<file path="src/rtl/out_packet_arbiter.sv">
// Outbound packet arbiter: power-on reply (fixed priority), keyboard/mic (round-robin).
// Optional saturating statistics counters enabled by defining OUT_ARB_STATS_EN.
module out_packet_arbiter #(
  parameter int unsigned MIN_GAP = 4,
  parameter int unsigned TIMEOUT = 16383,
  parameter int unsigned TW      = 14
) (
  input  logic        mon_clk,
  input  logic        hw_reset_n,
  input  logic        power_on_req,
  input  logic        kb_valid,
  input  logic        kb_is_mouse,
  input  logic [15:0] kb_data,
  output logic        kb_ack,
  input  logic        mic_valid,
  input  logic [31:0] mic_data,
  output logic        mic_ack,
  output logic [39:0] out_data,
  output logic        out_valid,
  input  logic        out_retrieved,
  output logic        timeout_err,
  output logic        busy
`ifdef OUT_ARB_STATS_EN
  ,
  output logic [15:0] stat_kb_cnt,
  output logic [15:0] stat_mic_cnt,
  output logic [15:0] stat_drop_cnt
`endif
);

  typedef enum logic [1:0] {IDLE, PRESENT, GAP} state_t;
  typedef enum logic [1:0] {SRC_PO, SRC_KB, SRC_MIC} src_t;

  localparam logic [TW-1:0] TO_LAST  = TW'(TIMEOUT - 1);
  localparam logic [TW-1:0] GAP_LAST = (MIN_GAP > 0) ? TW'(MIN_GAP - 1) : '0;

  state_t        state;
  src_t          cur_src;
  logic [TW-1:0] cnt;
  logic          po_pending;
  logic          last_mic;

  logic          gnt_any;
  src_t          gnt_src;
  logic [39:0]   gnt_data;

  // The raw pulse counts as a request so a pulse landing in IDLE beats a same-cycle kb/mic tie.
  always_comb begin
    gnt_any  = 1'b1;
    gnt_src  = SRC_PO;
    gnt_data = {8'hC0, 32'h0};
    if (po_pending || power_on_req) begin
      gnt_src  = SRC_PO;
      gnt_data = {8'hC0, 32'h0};
    end else if (kb_valid && (!mic_valid || last_mic)) begin
      gnt_src  = SRC_KB;
      gnt_data = {8'hC5, 7'b0, kb_is_mouse, 8'h00, kb_data};
    end else if (mic_valid) begin
      gnt_src  = SRC_MIC;
      gnt_data = {8'hC7, mic_data};
    end else begin
      gnt_any  = 1'b0;
    end
  end

  assign busy = (state != IDLE);

  always_ff @(posedge mon_clk or negedge hw_reset_n) begin
    if (!hw_reset_n) begin
      state       <= IDLE;
      cur_src     <= SRC_PO;
      cnt         <= '0;
      po_pending  <= 1'b0;
      last_mic    <= 1'b1;
      out_data    <= '0;
      out_valid   <= 1'b0;
      kb_ack      <= 1'b0;
      mic_ack     <= 1'b0;
      timeout_err <= 1'b0;
    end else begin
      kb_ack      <= 1'b0;
      mic_ack     <= 1'b0;
      timeout_err <= 1'b0;
      case (state)
        IDLE: begin
          if (gnt_any) begin
            state     <= PRESENT;
            cur_src   <= gnt_src;
            out_data  <= gnt_data;
            out_valid <= 1'b1;
            cnt       <= '0;
          end
        end
        PRESENT: begin
          if (out_retrieved || cnt == TO_LAST) begin
            state       <= GAP;
            out_valid   <= 1'b0;
            cnt         <= '0;
            timeout_err <= !out_retrieved;
            case (cur_src)
              SRC_PO:  po_pending <= 1'b0;
              SRC_KB:  kb_ack     <= 1'b1;
              SRC_MIC: mic_ack    <= 1'b1;
              default: ;
            endcase
            if (out_retrieved && cur_src != SRC_PO)
              last_mic <= (cur_src == SRC_MIC);
          end else begin
            cnt <= cnt + 1'b1;
          end
        end
        GAP: begin
          if (cnt == GAP_LAST) begin
            state <= IDLE;
            cnt   <= '0;
          end else begin
            cnt <= cnt + 1'b1;
          end
        end
        default: state <= IDLE;
      endcase
      // Placed after the clear so a pulse coinciding with it is not lost.
      if (power_on_req)
        po_pending <= 1'b1;
    end
  end

`ifdef OUT_ARB_STATS_EN
  always_ff @(posedge mon_clk or negedge hw_reset_n) begin
    if (!hw_reset_n) begin
      stat_kb_cnt   <= '0;
      stat_mic_cnt  <= '0;
      stat_drop_cnt <= '0;
    end else begin
      if (kb_ack && stat_kb_cnt != '1)
        stat_kb_cnt <= stat_kb_cnt + 16'd1;
      if (mic_ack && stat_mic_cnt != '1)
        stat_mic_cnt <= stat_mic_cnt + 16'd1;
      if (timeout_err && stat_drop_cnt != '1)
        stat_drop_cnt <= stat_drop_cnt + 16'd1;
    end
  end
`endif

endmodule

</file>
<file path="config.mk">
export PLATFORM = sky130hd
export DESIGN_NAME = out_packet_arbiter
export DESIGN_NICKNAME = d
export VERILOG_FILES = /design/src/rtl/out_packet_arbiter.sv
export SDC_FILE = /design/constraint.sdc
export NUM_CORES = 1
export LEC_CHECK = 0
export CAP_MARGIN = 20
export CORE_UTILIZATION = 45
export DETAILED_ROUTE_END_ITERATION = 8
export PLACE_DENSITY = 0.86
export SYNTH_ARGS = -nofsm -noshare
export SYNTH_HDL_FRONTEND = slang
export SYNTH_SLANG_ARGS = --single-unit
</file>
<file path="constraint.sdc">
create_clock -name mon_clk -period 5.3 [get_ports mon_clk]
set_input_delay 1.06 -clock mon_clk [delete_from_list [all_inputs] [get_ports mon_clk]]
set_output_delay 1.06 -clock mon_clk [all_outputs]
set_load 0.01 [all_outputs]
</file>
==> results.md, run 1 <==
* Input/output buffers at 96
* Worst skew pair latency at 0.33 ns
* Place WS at 2.11 ns
* Wire per inst at approximately 17 um
* Clk slew on worst S/H paths at 0.07 ns
* Setup CP Type: in2reg
* Layout area overhead at 46.7%
* Global-route wire length before repair at roughly 12 mm
* Worst setup EP type: register
* Post-place instance area at between 0.003 and 0.004 mm^2
* Max cap viols at 0
* Design area at 0.00399 mm^2
* CP Data Required Time at approximately 5.6 ns
* R2r setup slk at about 2.8 ns
* CTS resizes at 0
* Pwr dens at approximately 380 mW/mm^2
* Hold/Removal Path Class: reg2reg
* Vias in the first global route at roughly 2.4k
* Minimum clock period at 2.88 ns
* Die Width at 79.8 um
* WP data arrival at between 3 and 4 ns
* Register area share after synthesis at between 50% and 60%
* TritonCTS Buffers at 9
* GR Overflow Total at 0
* Top Ports at 100
* Worst Max-Slew Pin Slew at roughly 0.81 ns
* Die height at 79.8 um
* Final Setup Violations at 0
* Largest net degree at the start of global routing at 59
* Outcome: complete, no violations
* Initial antenna violation count at 0
* Clk buf depth at 2
* Fmax at 347 MHz
* GRT Total Usage at 23.9%
* Cell variety after synth at 46
* Hpwl dp at 4.83 mm
* Clock tree from TritonCTS: done
* # H-tree levels at 3
* Ys Warns at 0
* Synth async-reset ratio at 100%
* CTS root buffer: clkbuf_8
* DR vias at 2377
* Cell Rows at 27
* Syn avg cell area at 11.0 um^2
* R2r startpoint: state[1]$_DFFE_PN0P_
* Setup WS post-layout at 2.42 ns
* Vias per cell at 5.66
* Worst Hold Path Cells at 1
* Post-Synthesis Cells at 248
* DRT Wirelength at 7.00 mm
* Seq cells post-synth at 58
* Core region area at approximately 0.0057 mm^2
* Post-CTS setup buffers at 0
* Die area at 0.00637 mm^2
* Startpoint types: primary input
* Antenna Cells at 0
* DRC at 0
* Leakage power at 1.87 nW
* Final Hold Fails at 0
* Predominant post-synthesis flop cell: dfrtp_1
* Clock skew at 0.0101 ns
* Hold worst-path end: out_valid$_DFFE_PN0P_
* Setup TNS at 0 ns
* Hold Buf Count CTS at 0
* Share of layout cells above drive strength 1 at 8.33%
* Initial Util at between 40% and 50%
* RSZ-0062 raised after global routing: false
* Synth Cell Area at 0.00272 mm^2
* FF-to-FF End: out_data[4]$_DFFE_PN0P_
* Initial DRT Pass Iterations at 6
* Max_slew headroom at 45.9%
* Reg2Reg Depth at 7
* FILL cells at 391
* DRT iter0 DRCs at approximately 280
* Worst hold path startpoint: out_valid$_DFFE_PN0P_
* Final Slew Violations at 0
* Final period utilization at 54.3%
* Max IR drop VDD at between 0.2 and 0.3 mV
* Final ANT Viol Nets at 0
* Post-synth EDFFs at 0
* CTS Sinks at 58
* GPL Wtd Cong at roughly 0.85
* Worst-path fanout max at 22
* Nets@finish at 405
-- worst max-delay path by stage --
stage / startpoint / end / slack, ns / cells after the start
after global placement: kb_valid / out_data[34]$_DFFE_PN0P_ / 1.98 / 6
after CTS: power_on_req / out_data[4]$_DFFE_PN0P_ / 2.46 / 6
after floorplan: power_on_req / out_data[10]$_DFFE_PN0P_ / 2.93 / 5
after global routing: power_on_req / out_data[0]$_DFFE_PN0P_ / 2.31 / 6
after detailed placement: power_on_req / out_data[0]$_DFFE_PN0P_ / 2.11 / 6
final: power_on_req / out_data[4]$_DFFE_PN0P_ / 2.42 / 6
-- flip-flops by register name, summed over array words and instances, names as in the netlist --
name and flops:
state 2, last_mic 1, kb_ack 1, out_data 35, timeout_err 1, cur_src 1, out_valid 1, cnt 14
mic_ack 1, po_pending 1
-- cells by family (layout without fill, tap and decap cells) --
kind of cell	count (synthesis)	count (layout)	share of synthesized area, %
buffers and inverters	44	142	7.31
and+or+nand+nor	63	63	13.5
AOI/OAI and AO/OA	75	75	22.5
adders and majority gates	7	7	3.22
DFF	58	58	53.4
other	1	3	0.138
-- metal layers --
layer  part of all wire, %  global-route usage, %  vias to the layer above
li1                      -                      -                     1107
met1                    42                   30.0                     1146
met5                     0                      0                        -
met4                   2.7                   12.9                        0
met3                   5.9                   4.11                       18
met2                    50                   39.2                      106
-- Yosys cell counts, drive strengths merged (3+ instances only) --
| cell | count | area, um^2 |
|---|---|---|
| nand2b | 4 | 25.0 |
| ha | 7 | 87.6 |
| and2 | 3 | 18.8 |
| o21ai | 16 | 80.1 |
| a21oi | 3 | 15.0 |
| a22o | 20 | 175 |
| dfrtp | 57 | 1430 |
| o31ai | 3 | 22.5 |
| nor4 | 4 | 40.0 |
| nor3 | 9 | 50.1 |
| nand2 | 12 | 45.0 |
| clkbuf | 5 | 18.8 |
| nand3 | 5 | 25.0 |
| nor4b | 3 | 26.3 |
| inv | 26 | 97.6 |
| a21o | 4 | 30.0 |
| buf | 13 | 82.6 |
| nor2 | 12 | 45.0 |
| a222oi | 17 | 170 |
-- layout make-up --
| type | count | area [um^2] | share of cell area [%] |
|---|---|---|---|
| flip-flops and latches | 58 | 1450 | 36.4 |
| multi-input cells | 148 | 1090 | 27.2 |
| repair buffers | 100 | 993 | 24.9 |
| clock buffers | 10 | 138 | 3.45 |
| clock inverters | 6 | 136 | 3.41 |
| inverters | 26 | 97.6 | 2.44 |
| well taps | 72 | 90.1 | 2.26 |
-- report_power, final --
part / switching (mW) / leakage [nW] / internal, mW
clock network: 0.184 / 0.133 / 0.374
logic: 0.230 / 0.953 / 0.194
registers: 0.0380 / 0.788 / 0.491
total: 0.452 / 1.87 / 1.06
-- through the flow --
stage | power [mW] | instances | util, % | hold slack, ns
floorplan | 0.770 | 250 | - | 0.459
global placement | 0.927 | 403 | 65.3 | 0.475
detailed placement | 0.956 | 404 | 65.5 | 0.480
CTS | 1.52 | 420 | 70.4 | 0.498
global route | 1.58 | 420 | 70.4 | 0.520
finish | 1.51 | 420 | 70.4 | 0.499
-- worst max-delay path, stage by stage --
cell             delay [ns]
clkdlybuf4s50_1        0.46
or3b_2                 0.53
a211oi_4               0.51
buf_4                  0.36
a222oi_1               0.10
inv_1                  0.10
-- cell usage in the layout, fill, tap and decap left out, drive strengths merged, types with 7 or more instances in the layout --
master,instances
o21ai,16
a22o,20
dfrtp,57
a222oi,17
ha,7
nor3,9
clkdlybuf4s50,95
inv,27
nor2,12
nand2,12
clkbuf,10
Power figures use the tool's default switching activity.
==> inputs of run 2 (changes only) <==
- CORE_UTILIZATION: 45 -> 44
- PLACE_DENSITY: 0.86 -> 0.84
- clock period: 5.3 -> 3 ns (I/O delays scaled with it)
==> run 2 against run 1 <==
Compared with the run above:
- final cell count grew 1.2%
- critical path depth shrank 2
- clock skew grew 0.00055 ns
- via count shrank 3.6%
- sequential share of layout area grew 0.78 points
==> results.md, run 2 (synthesis results as in run 1) <==
* Startpoint types: register
* Finished Layout Cells at 425 (+1.2%)
* Largest regs: out_data x35, cnt x14, state x2
* Outcome: complete, no violations
* Top Ports at 100 (unchanged)
* RSZ-0062 raised after global routing: false
* GRT Total Usage at 22.2% (-1.7 points)
* Leakage power at 1.83 nW (-2.1%)
* Worst setup EP type: primary output
* Largest net degree at the start of global routing at 59 (unchanged)
* Dpl cells at 409 (+1.2%)
* Max_slew headroom at 52.3% (+6.4 points)
* Final Slew Violations at 0 (unchanged)
* Total power draw at 2.30 mW (+52%)
* Nets@finish at 407 (+0.49%)
* Max cap viols at 0 (unchanged)
* Core region area at 0.00596 mm^2 (+4.9%)
* WP data arrival at 1.70 ns (-1.44 ns)
* Worst skew pair latency at 0.34 ns (about the same)
* Final Setup Violations at 0 (unchanged)
* Initial Util at 45.7% (-2.3 points)
* CP Data Required Time at 2.40 ns (-3.16 ns)
* Met1 GRT Util at 26.9% (-3.1 points)
* Clk buf depth at 2 (unchanged)
* GPL Wtd Cong at 0.802 (-5.5%)
* Initial antenna violation count at 0 (unchanged)
* Antenna Cells at 0 (unchanged)
* Final Hold Fails at 0 (unchanged)
* DR vias at 2291 (-3.6%)
* Place WS at 0.478 ns (-1.63 ns)
* Post-CTS setup buffers at 0 (unchanged)
* Max IR drop VDD at 0.350 mV (+25%)
* TritonCTS Buffers at 9 (unchanged)
* Setup WS post-layout at 0.696 ns (-1.72 ns)
* CTS resizes at 0 (unchanged)
* Hold Buf Count CTS at 0 (unchanged)
* Initial DRT Pass Iterations at 9 (+3)
* Most frequent cells in the layout: clkdlybuf4s50_1 (95), dfrtp_1 (57), inv_1 (26)
* DRC at 0 (unchanged)
* Met3 usage at 6.36% (+2.2 points)
* Fmax at ~430 MHz
* Clock tree from TritonCTS: done
* Max reg flops at 35 (unchanged)
* Worst-path fanout max at 5 (-77%)
* GR Overflow Total at 0 (unchanged)
* Input/output buffers at 96 (unchanged)
* Final period utilization at between 70% and 80%
* R2r setup slk at 0.77 ns (-2.06 ns)
* # H-tree levels at 3 (unchanged)
* Die height at 80.7 um (+1.1%)
* Worst Max-Slew Pin Slew at 0.715 ns (-0.0945 ns)
* Hpwl dp at 4.85 mm (+0.47%)
* Hold/Removal Path Class: in2async
* DRT iter0 DRCs at 172 (-37%)
* Minimum clock period at 2.30 ns
* Wire per inst at 15.8 um (-5.4%)
* Clk slew on worst S/H paths at 0.07 ns (about the same)
* Post-place instance area at 0.00373 mm^2 (+0.30%)
* CTS root buffer: clkbuf_8
* Vias per cell at 5.39 (-4.8%)
* FILL cells at 468 (+20%)
* Most common cell after layout, fill and taps aside: clkdlybuf4s50_1
* Global-route wire length before repair at 10.6 mm (-7.5%)
* Layout area overhead at 43.6%
* Design area at 0.00391 mm^2 (-2.1%)
* Setup CP Type: reg2out
* Die Width at 80.7 um (+1.1%)
* Clock skew at 0.0106 ns (+0.000552 ns)
* CTS Sinks at 58 (unchanged)
* Share of layout cells above drive strength 1 at 8.86% (+0.52 points)
* DRT Wirelength at 6.70 mm (-4.3%)
* Met2 usage at 36.9% (-2.3 points)
* Setup TNS at 0 ns (unchanged)
* Vias in the first global route at 2252 (-5.2%)
* Cell Rows at 28 (+3.7%)
* Die area at 0.00651 mm^2 (+2.2%)
* Gr busiest metal: met2
* Largest Register: out_data
* Pwr dens at 589 mW/mm^2 (+56%)
* Final ANT Viol Nets at 0 (unchanged)
run 2: cell types whose count changed in the layout (fill, tap and decap cells not counted), sizes merged:
cell,delta
clkinvlp,+2
bufinv,-4
clkinv,+2
buf,+2
run 2: metrics by stage:
stage / util, % / hold WS, ns
after global placement: 62.6 / 0.476
after detailed placement: 62.6 / 0.477
final: 65.7 / 0.396
after CTS: 65.7 / 0.413
after floorplan: - / 0.304
after global routing: 65.7 / 0.450
run 2: power by group:
part | internal, mW | leakage [nW] | switching (mW)
Combinational | 0.332 | 0.962 | 0.394
Clock | 0.321 | 0.0847 | 0.320
Sequential | 0.868 | 0.788 | 0.0679
run 2: worst paths after layout:
check	startpoint	end	depth (start not counted)
max	state[0]$_DFFE_PN0P_	busy	4
min	hw_reset_n	out_data[19]$_DFFE_PN0P_	2
max reg2reg	cnt[0]$_DFFE_PN0P_	cnt[9]$_DFFE_PN0P_	6
min reg2reg	out_data[38]$_DFFE_PN0P_	out_data[38]$_DFFE_PN0P_	1
max in group asynchronous	hw_reset_n	out_data[6]$_DFFE_PN0P_	2
min in group mon_clk	out_data[38]$_DFFE_PN0P_	out_data[38]$_DFFE_PN0P_	1
run 2: layer usage:
metal,share of wire [%],up-vias
li1,-,1108
met1,42,1095
met2,51,83
met3,6.3,5
met4,1.1,0
met5,0,-
run 2: area by class of cell:
type	instances	area, um^2	share of cell area (%)
sequential	58	1450	37.2
multi-input combinational	148	1090	27.8
timing repair buffer	102	1000	25.6
clock buffer	10	138	3.52
inverter	26	97.6	2.50
tap	75	93.8	2.40
clock inverter	6	41.3	1.06
run 2: worst max-delay path, cell delays in order, from the launching register on:
cell and delay (ns):
dfrtp_1 0.41, inv_1 0.09, ha_1 0.26, inv_1 0.07, clkdlybuf4s50_1 0.54
